--- src/rtl/rf_arbiter.sv ---
// Two-requester round-robin arbiter in front of a single-port register file.
// Optional: define RF_ARB_R0_PROTECT_EN to make register 0 write-protected.
module rf_arbiter #(
   parameter int DATA_W = 32,
   parameter int ADDR_W = 3
) (
   input  logic              clk,
   input  logic              reset_n,
   input  logic              a_req,
   input  logic              a_wr,
   input  logic [ADDR_W-1:0] a_addr,
   input  logic [DATA_W-1:0] a_wdata,
   output logic              a_ack,
   output logic [DATA_W-1:0] a_rdata,
   input  logic              b_req,
   input  logic              b_wr,
   input  logic [ADDR_W-1:0] b_addr,
   input  logic [DATA_W-1:0] b_wdata,
   output logic              b_ack,
   output logic [DATA_W-1:0] b_rdata,
   output logic              rf_we,
   output logic [ADDR_W-1:0] rf_wAddr,
   output logic [ADDR_W-1:0] rf_rAddr,
   output logic [DATA_W-1:0] rf_wData,
   input  logic [DATA_W-1:0] rf_rData,
   output logic              busy
);

   typedef enum logic [1:0] {
      IDLE,
      ACCESS,
      DONE
   } state_t;

   state_t            state;
   state_t            stateNxt;
   logic              grant;
   logic              pickB;
   logic              ptrB;
   logic              gntB;
   logic              latWr;
   logic [ADDR_W-1:0] latAddr;
   logic [DATA_W-1:0] latData;
   logic              wrBlock;

   always_comb begin
      stateNxt = state;
      grant    = 1'b0;
      pickB    = b_req & (~a_req | ptrB);
      unique case (state)
         IDLE: begin
            if (a_req | b_req) begin
               grant    = 1'b1;
               stateNxt = ACCESS;
            end
         end
         ACCESS:  stateNxt = DONE;
         DONE:    stateNxt = IDLE;
         default: stateNxt = IDLE;
      endcase
   end

   always_ff @(posedge clk or negedge reset_n) begin
      if (!reset_n) begin
         state   <= IDLE;
         ptrB    <= 1'b0;
         gntB    <= 1'b0;
         latWr   <= 1'b0;
         latAddr <= '0;
         latData <= '0;
         a_rdata <= '0;
         b_rdata <= '0;
      end else begin
         state <= stateNxt;
         if (grant) begin
            gntB    <= pickB;
            latWr   <= pickB ? b_wr    : a_wr;
            latAddr <= pickB ? b_addr  : a_addr;
            latData <= pickB ? b_wdata : a_wdata;
         end
         if (state == ACCESS && !latWr) begin
            if (gntB) b_rdata <= rf_rData;
            else      a_rdata <= rf_rData;
         end
         // Loser of this round gets priority on the next tie
         if (state == DONE) ptrB <= ~gntB;
      end
   end

`ifdef RF_ARB_R0_PROTECT_EN
   assign wrBlock = (latAddr == '0);
`else
   assign wrBlock = 1'b0;
`endif

   assign rf_we    = (state == ACCESS) & latWr & ~wrBlock;
   assign rf_wAddr = latAddr;
   assign rf_rAddr = latAddr;
   assign rf_wData = latData;
   assign a_ack    = (state == DONE) & ~gntB;
   assign b_ack    = (state == DONE) & gntB;
   assign busy     = (state != IDLE);

endmodule

--- config.mk ---
export PLATFORM = sky130hd
export DESIGN_NAME = rf_arbiter
export DESIGN_NICKNAME = d
export VERILOG_FILES = /design/src/rtl/rf_arbiter.sv
export SDC_FILE = /design/constraint.sdc
export NUM_CORES = 1
export LEC_CHECK = 0
export CAP_MARGIN = 25
export CORE_ASPECT_RATIO = 1.1
export CORE_MARGIN = 3
export CORE_UTILIZATION = 30
export DETAILED_ROUTE_END_ITERATION = 10
export SLEW_MARGIN = 20
export SYNTH_ARGS = -nofsm -noshare
export SYNTH_HDL_FRONTEND = slang
export SYNTH_SLANG_ARGS = --single-unit
--- constraint.sdc ---
create_clock -name clk -period 4.6 [get_ports clk]
set_input_delay 0.92 -clock clk [delete_from_list [all_inputs] [get_ports clk]]
set_output_delay 0.92 -clock clk [all_outputs]
set_load 0.05 [all_outputs]
==> results of run 1 <==
==> power groups by stage <==
stage	clock (mW)	combinational, mW	sequential (mW)
detailed placement	0	3.74	1.67
global route	0.799	3.87	1.71
finish	0.733	3.70	1.65
CTS	0.765	3.74	1.66
floorplan	0	0.963	3.18
global placement	0	3.70	1.65
==> area by class of cell <==
cell class,count,area share (%)
Inverter,4,0.2147
Tap cell,192,3.435
Timing Repair Buffer,221,31.36
Clock inverter,6,0.7156
Multi-Input combinational cell,223,23.65
Clock buffer,10,3.417
Sequential cell,104,37.21
==> placed cells by master, fill, tap and decap left out <==
master	n
buf_4	8
clkinv_4	2
mux2_2	52
nor2_1	2
a31oi_1	36
inv_6	2
mux2_4	10
nor2_4	1
inv_1	3
nor4_4	2
a21oi_1	37
and3_2	2
nand2b_1	1
o21ai_0	37
clkdlybuf4s50_1	212
inv_2	1
mux2_1	2
clkbuf_8	1
dfrtp_1	104
buf_6	1
or2_1	1
clkinvlp_4	2
nand3_1	37
and2_1	2
clkbuf_16	9
nor2b_4	1
==> cells by family (layout without fill, tap and decap cells) <==
logic type | after synthesis | count (layout) | synth area share (%)
buffers and inverters | 40 | 241 | 5.175
AND/OR/NAND/NOR | 49 | 49 | 6.378
AO/OA/AOI/OAI | 110 | 110 | 13.31
multiplexers | 64 | 64 | 16.95
flip-flops | 104 | 104 | 58.18
==> path summary, 6_finish.rpt <==
path,start,end,slack (ns),cells past startpoint
min in group asynchronous,reset_n,b_rdata[21],0.61,1
max in group asynchronous,reset_n,a_rdata[20],3.13,2
max reg2reg,state[1],rf_wData[6],2.34,5
min,a_rdata[31],a_rdata[31],0.49,1
max,state[1],busy,1.53,4
min reg2reg,a_rdata[31],a_rdata[31],0.49,1
==> layer usage <==
metal	up-vias	GRT usage, %
li1	1730	-
met1	1813	19.80
met2	187	25.57
met3	18	5.356
met4	0	5.663
met5	-	0
==> worst register-to-register path: cells and delay by family, from the launching register on <==
family                 cells  cell delay [ns]
and+or+nand+nor            2             0.73
DFF                        1             0.51
AOI/OAI and AO/OA          1             0.14
buffers and inverters      2             0.75
==> flip-flops by register name, indices dropped and copies added, names as in the netlist <==
signal,cells
rf_wData,32
rf_rAddr,3
b_rdata,32
state,2
gntB,1
ptrB,1
a_rdata,32
latWr,1
==> results.cfg, run 1 <==
[status]
status = complete, no violations

[critical_path]
worst_setup_path_end_kind = primary output
max_stage_delay_ns = 0.71
crit_type = reg -> out
cp_cell_sequence = nor2_4 > buf_4 > inv_1 > clkdlybuf4s50_1
cp_slowest_cell = clkdlybuf4s50_1
critPathArrivalTime_ns = 2.15
start_kind = register
critPathMaxFanout = 39
worst-path-buf-inv = 3
cp.required_ns = 3.68
critical_path.top_delay_family = buffers and inverters

[clock_network]
cts_root_buf = clkbuf_16
ctsResizeCount = 0
clk_latency_ns = 0.34
clock_sinks = 104
ctsHoldBuffers = 0
cts_tree = yes
clk_pin_slew_ns = 0.07
clk_path_buf_depth = 2
h-tree-depth = 3
numCtsBuffers = 9
post_cts_buffers = 0

[sta]
grt_setup_unrepaired = no
tns_ns = 0
max_freq_mhz = 325.9
slew_headroom_pct = 36.62
timing.final.ws_setup_ns = 1.532
finalSetupViolCount = 0
hold_viol_final = 0
drv_slew = 0
period_share_pct = 66.71
tightest_slew_ns = 0.9497
skew_ns = 0.005845
period_minus_slack_ns = 3.068
whs_ns = 0.4896

[die]
die_w_um = 122.4
row_count = 46
ios = 214
dieArea_um2 = 16410
core-area_um2 = 14500
die_height_um = 134.1
start_util_pct = 30.84

[synthesis]
synth-edff-count = 0
ys_warn_count = 0
synthArstFlopShare_pct = 100.0
ys_seq_elements = 104
syn_avg_cell_area_um2 = 12.19
ys_top_cells_by_area = dfrtp_1 (58%), mux2_2 (13%), a31oi_1 (5.0%)
syn_area_um2 = 4473
synth_top_area_share_pct = 58.18
seq_area_frac_synth_pct = 58.18
syn_nets = 475
synthCells = 367
ys_top_cells_by_count = dfrtp_1 (104), mux2_2 (52), a21oi_1 (37), nand3_1 (37), o21ai_0 (37)
synth_most_common_cell = dfrtp_1
synth_cell_types = 22
yosysTopAreaCell = dfrtp_1
synthFlopType = dfrtp_1

[pwr]
p_sw_share_pct = 49.27
internal_power_mw = 3.085
clkPwrFrac_pct = 12.1
p_leak_nw = 2.768
pwr_density_cell_nw_per_um2 = 869.5
ir_drop_uv = 337.6
seqPwrFrac_pct = 27.1
power_mw = 6.081
power.switching_mw = 2.996
share_comb_of_total_power_pct = 60.8

[finish]
insertedDiodeCount = 0
final_cells = 760
drive_gt1_share_pct = 16.55
fin_nets = 671
multi_input_area_um2 = 1654
regArea_um2 = 2603
final_cell_area_um2 = 6994
utilization_pct = 48.22
area_growth_pct = 56.36
fillers = 1335

[global_route]
grt_overflow = 0
antenna_found_initial = 0
globalRouteTotalUtil_pct = 15.86
grt_max_degree = 79
grt_pass1_wl_um = 20660
grt_pass1_vias = 3977

[route]
avgViaCountPerCell = 4.932
drc = 0
vias = 3748
ant_nets = 0
drt_pre_antenna_iters = 4
wl_met3_um = 1376
wirelength_um = 13140
wl_met1_um = 5378
wl_per_cell_um = 17.29
drt-initial-drc-count = 201
wl_met2_um = 6212
top_layer = met4

[placement]
dp_hpwl_um = 9312
preCtsSetupSlack_ns = 1.674
port_buffers = 213
place_inst = 744
place.gp.congestion = 0.7945
place_area_um2 = 6701

[flow_run]
cap_violations = 0

[worst_hold_path]
hold_path_class = reg -> reg
No activity file was read; power rests on OpenSTA's default activity.
==> run 2: changes to the inputs <==
- clock period: 4.6 -> 2.9 ns (I/O delays scaled with it)
==> run 2 against run 1 <==
  * Sequential power increased by 59%
  * Highest routed layer unchanged
  * Via count increased by 1.6%
  * Setup slack got worse by 1.2 ns
  * Largest power group unchanged
  * Global-route usage increased by 0.55 points
  * Clock skew increased by 0.00068 ns
  * Non-clock buffer count increased by 4
  * Sequential cell count unchanged
  * Critical endpoint is now b_ack
  * Power increased by 62%
==> results.cfg, run 2 (synthesized netlist as in run 1, its figures left out) <==
[status]
status = complete, no violations

[die]
die_height_um = 134.1
start_util_pct = 30.84
ios = 214
die_w_um = 122.4
row_count = 46
core-area_um2 = 14500
dieArea_um2 = 16410

[clock_network]
numCtsBuffers = 9
clk_pin_slew_ns = 0.07
post_cts_buffers = 0
cts_tree = yes
clk_latency_ns = 0.34
cts_root_buf = clkbuf_16
ctsHoldBuffers = 0
h-tree-depth = 3
ctsResizeCount = 0
clk_path_buf_depth = 2
clock_sinks = 104

[route]
wl_per_cell_um = 17.65
ant_nets = 0
drc = 0
drt-initial-drc-count = 166
vias = 3809
avgViaCountPerCell = 4.992
drt_pre_antenna_iters = 4
wirelength_um = 13470

[critical_path]
r2r-start = state[1]
worst_setup_path_end_kind = primary output
crit_type = reg -> out
critPathMaxFanout = 7
r2r_setup_slack_ns = 0.67
start_kind = register
r2r_end = rf_wData[12]
cp.required_ns = 2.32
critPathArrivalTime_ns = 1.99
ff2ff_path_depth = 5

[finish]
final_common_cell = clkdlybuf4s50_1
drive_gt1_share_pct = 16.99
regArea_um2 = 2603
fillers = 1327
multi_input_area_um2 = 1649
area_growth_pct = 57.73
final_cells = 763
fin_nets = 675
insertedDiodeCount = 0
final_cell_mix = clkdlybuf4s50_1 (212), dfrtp_1 (104), mux2_2 (52)

[sta]
period_minus_slack_ns = 2.569
grt_setup_unrepaired = no
slew_headroom_pct = 35.83
drv_slew = 0
skew_ns = 0.006529
max_freq_mhz = 389.3
period_share_pct = 88.58
tns_ns = 0
tightest_slew_ns = 0.9615
hold_viol_final = 0
finalSetupViolCount = 0

[placement]
place.gp.congestion = 0.7581
dp_hpwl_um = 9678
port_buffers = 213
place_inst = 748

[global_route]
antenna_found_initial = 0
grt_pass1_wl_um = 21410
grt_overflow = 0
globalRouteTotalUtil_pct = 16.41
grt_max_degree = 50
grt_pass1_vias = 4062

[pwr]
ir_drop_uv = 442.1
pwr_density_cell_nw_per_um2 = 1392
p_leak_nw = 2.808

[worst_hold_path]
hold_path_class = in -> async

[flow_run]
cap_violations = 0
==> run 2: worst max path at each step <==
| stage | startpoint | endpoint | slack [ns] | cells past startpoint |
|---|---|---|---|---|
| floorplan | state[1] | busy | 1.11 | 4 |
| global placement | b_req | rf_wData[13] | 0.42 | 5 |
| detailed placement | b_req | rf_wData[30] | 0.35 | 5 |
| CTS | state[1] | b_ack | 0.30 | 2 |
| global route | state[1] | rf_we | 0.20 | 3 |
| finish | state[1] | b_ack | 0.33 | 2 |
==> run 2: per-layer routing <==
metal	global-route usage (%)	vias up	wire length (µm)
met5	0	-	0
met4	6.223	0	329
met3	5.399	25	1312
met2	26.98	189	6399
met1	19.96	1859	5427
li1	-	1736	-
==> run 2: critical path, cell delays in order, from the launching register on <==
cell	delay, ns
dfrtp_1	0.55
and3_2	0.29
clkdlybuf4s50_1	0.81
==> run 2: final cells by class <==
cell class | count | area share [%]
Inverter | 4 | 0.2128
Clock inverter | 6 | 1.295
Clock buffer | 9 | 3.192
Multi-Input combinational cell | 223 | 23.37
Sequential cell | 104 | 36.89
Tap cell | 192 | 3.405
Timing Repair Buffer | 225 | 31.64
==> run 2: power by group <==
part | leakage, nW | internal [mW] | switching [mW]
registers | 1.22 | 2.19 | 0.430
clock network | 0.156 | 0.758 | 0.544
logic | 1.43 | 2.10 | 3.80
==> run 2: per-stage QoR <==
stage | util (%) | total power [mW] | hold WS (ns) | area (µm²) | worst slack, ns
6_report | 48.65 | 9.824 | 0.2307 | 7056 | 0.3312
5_1_grt | 48.65 | 10.30 | 0.2544 | 7056 | 0.1978
4_1_cts | 48.65 | 9.935 | 0.2350 | 7056 | 0.2972
3_5_place_dp | 46.46 | 8.602 | 0.4842 | 6739 | 0.3498
3_3_place_gp | 46.46 | 8.518 | 0.4671 | 6739 | 0.4234
2_1_floorplan | - | 6.570 | 0.2844 | 4473 | 1.113
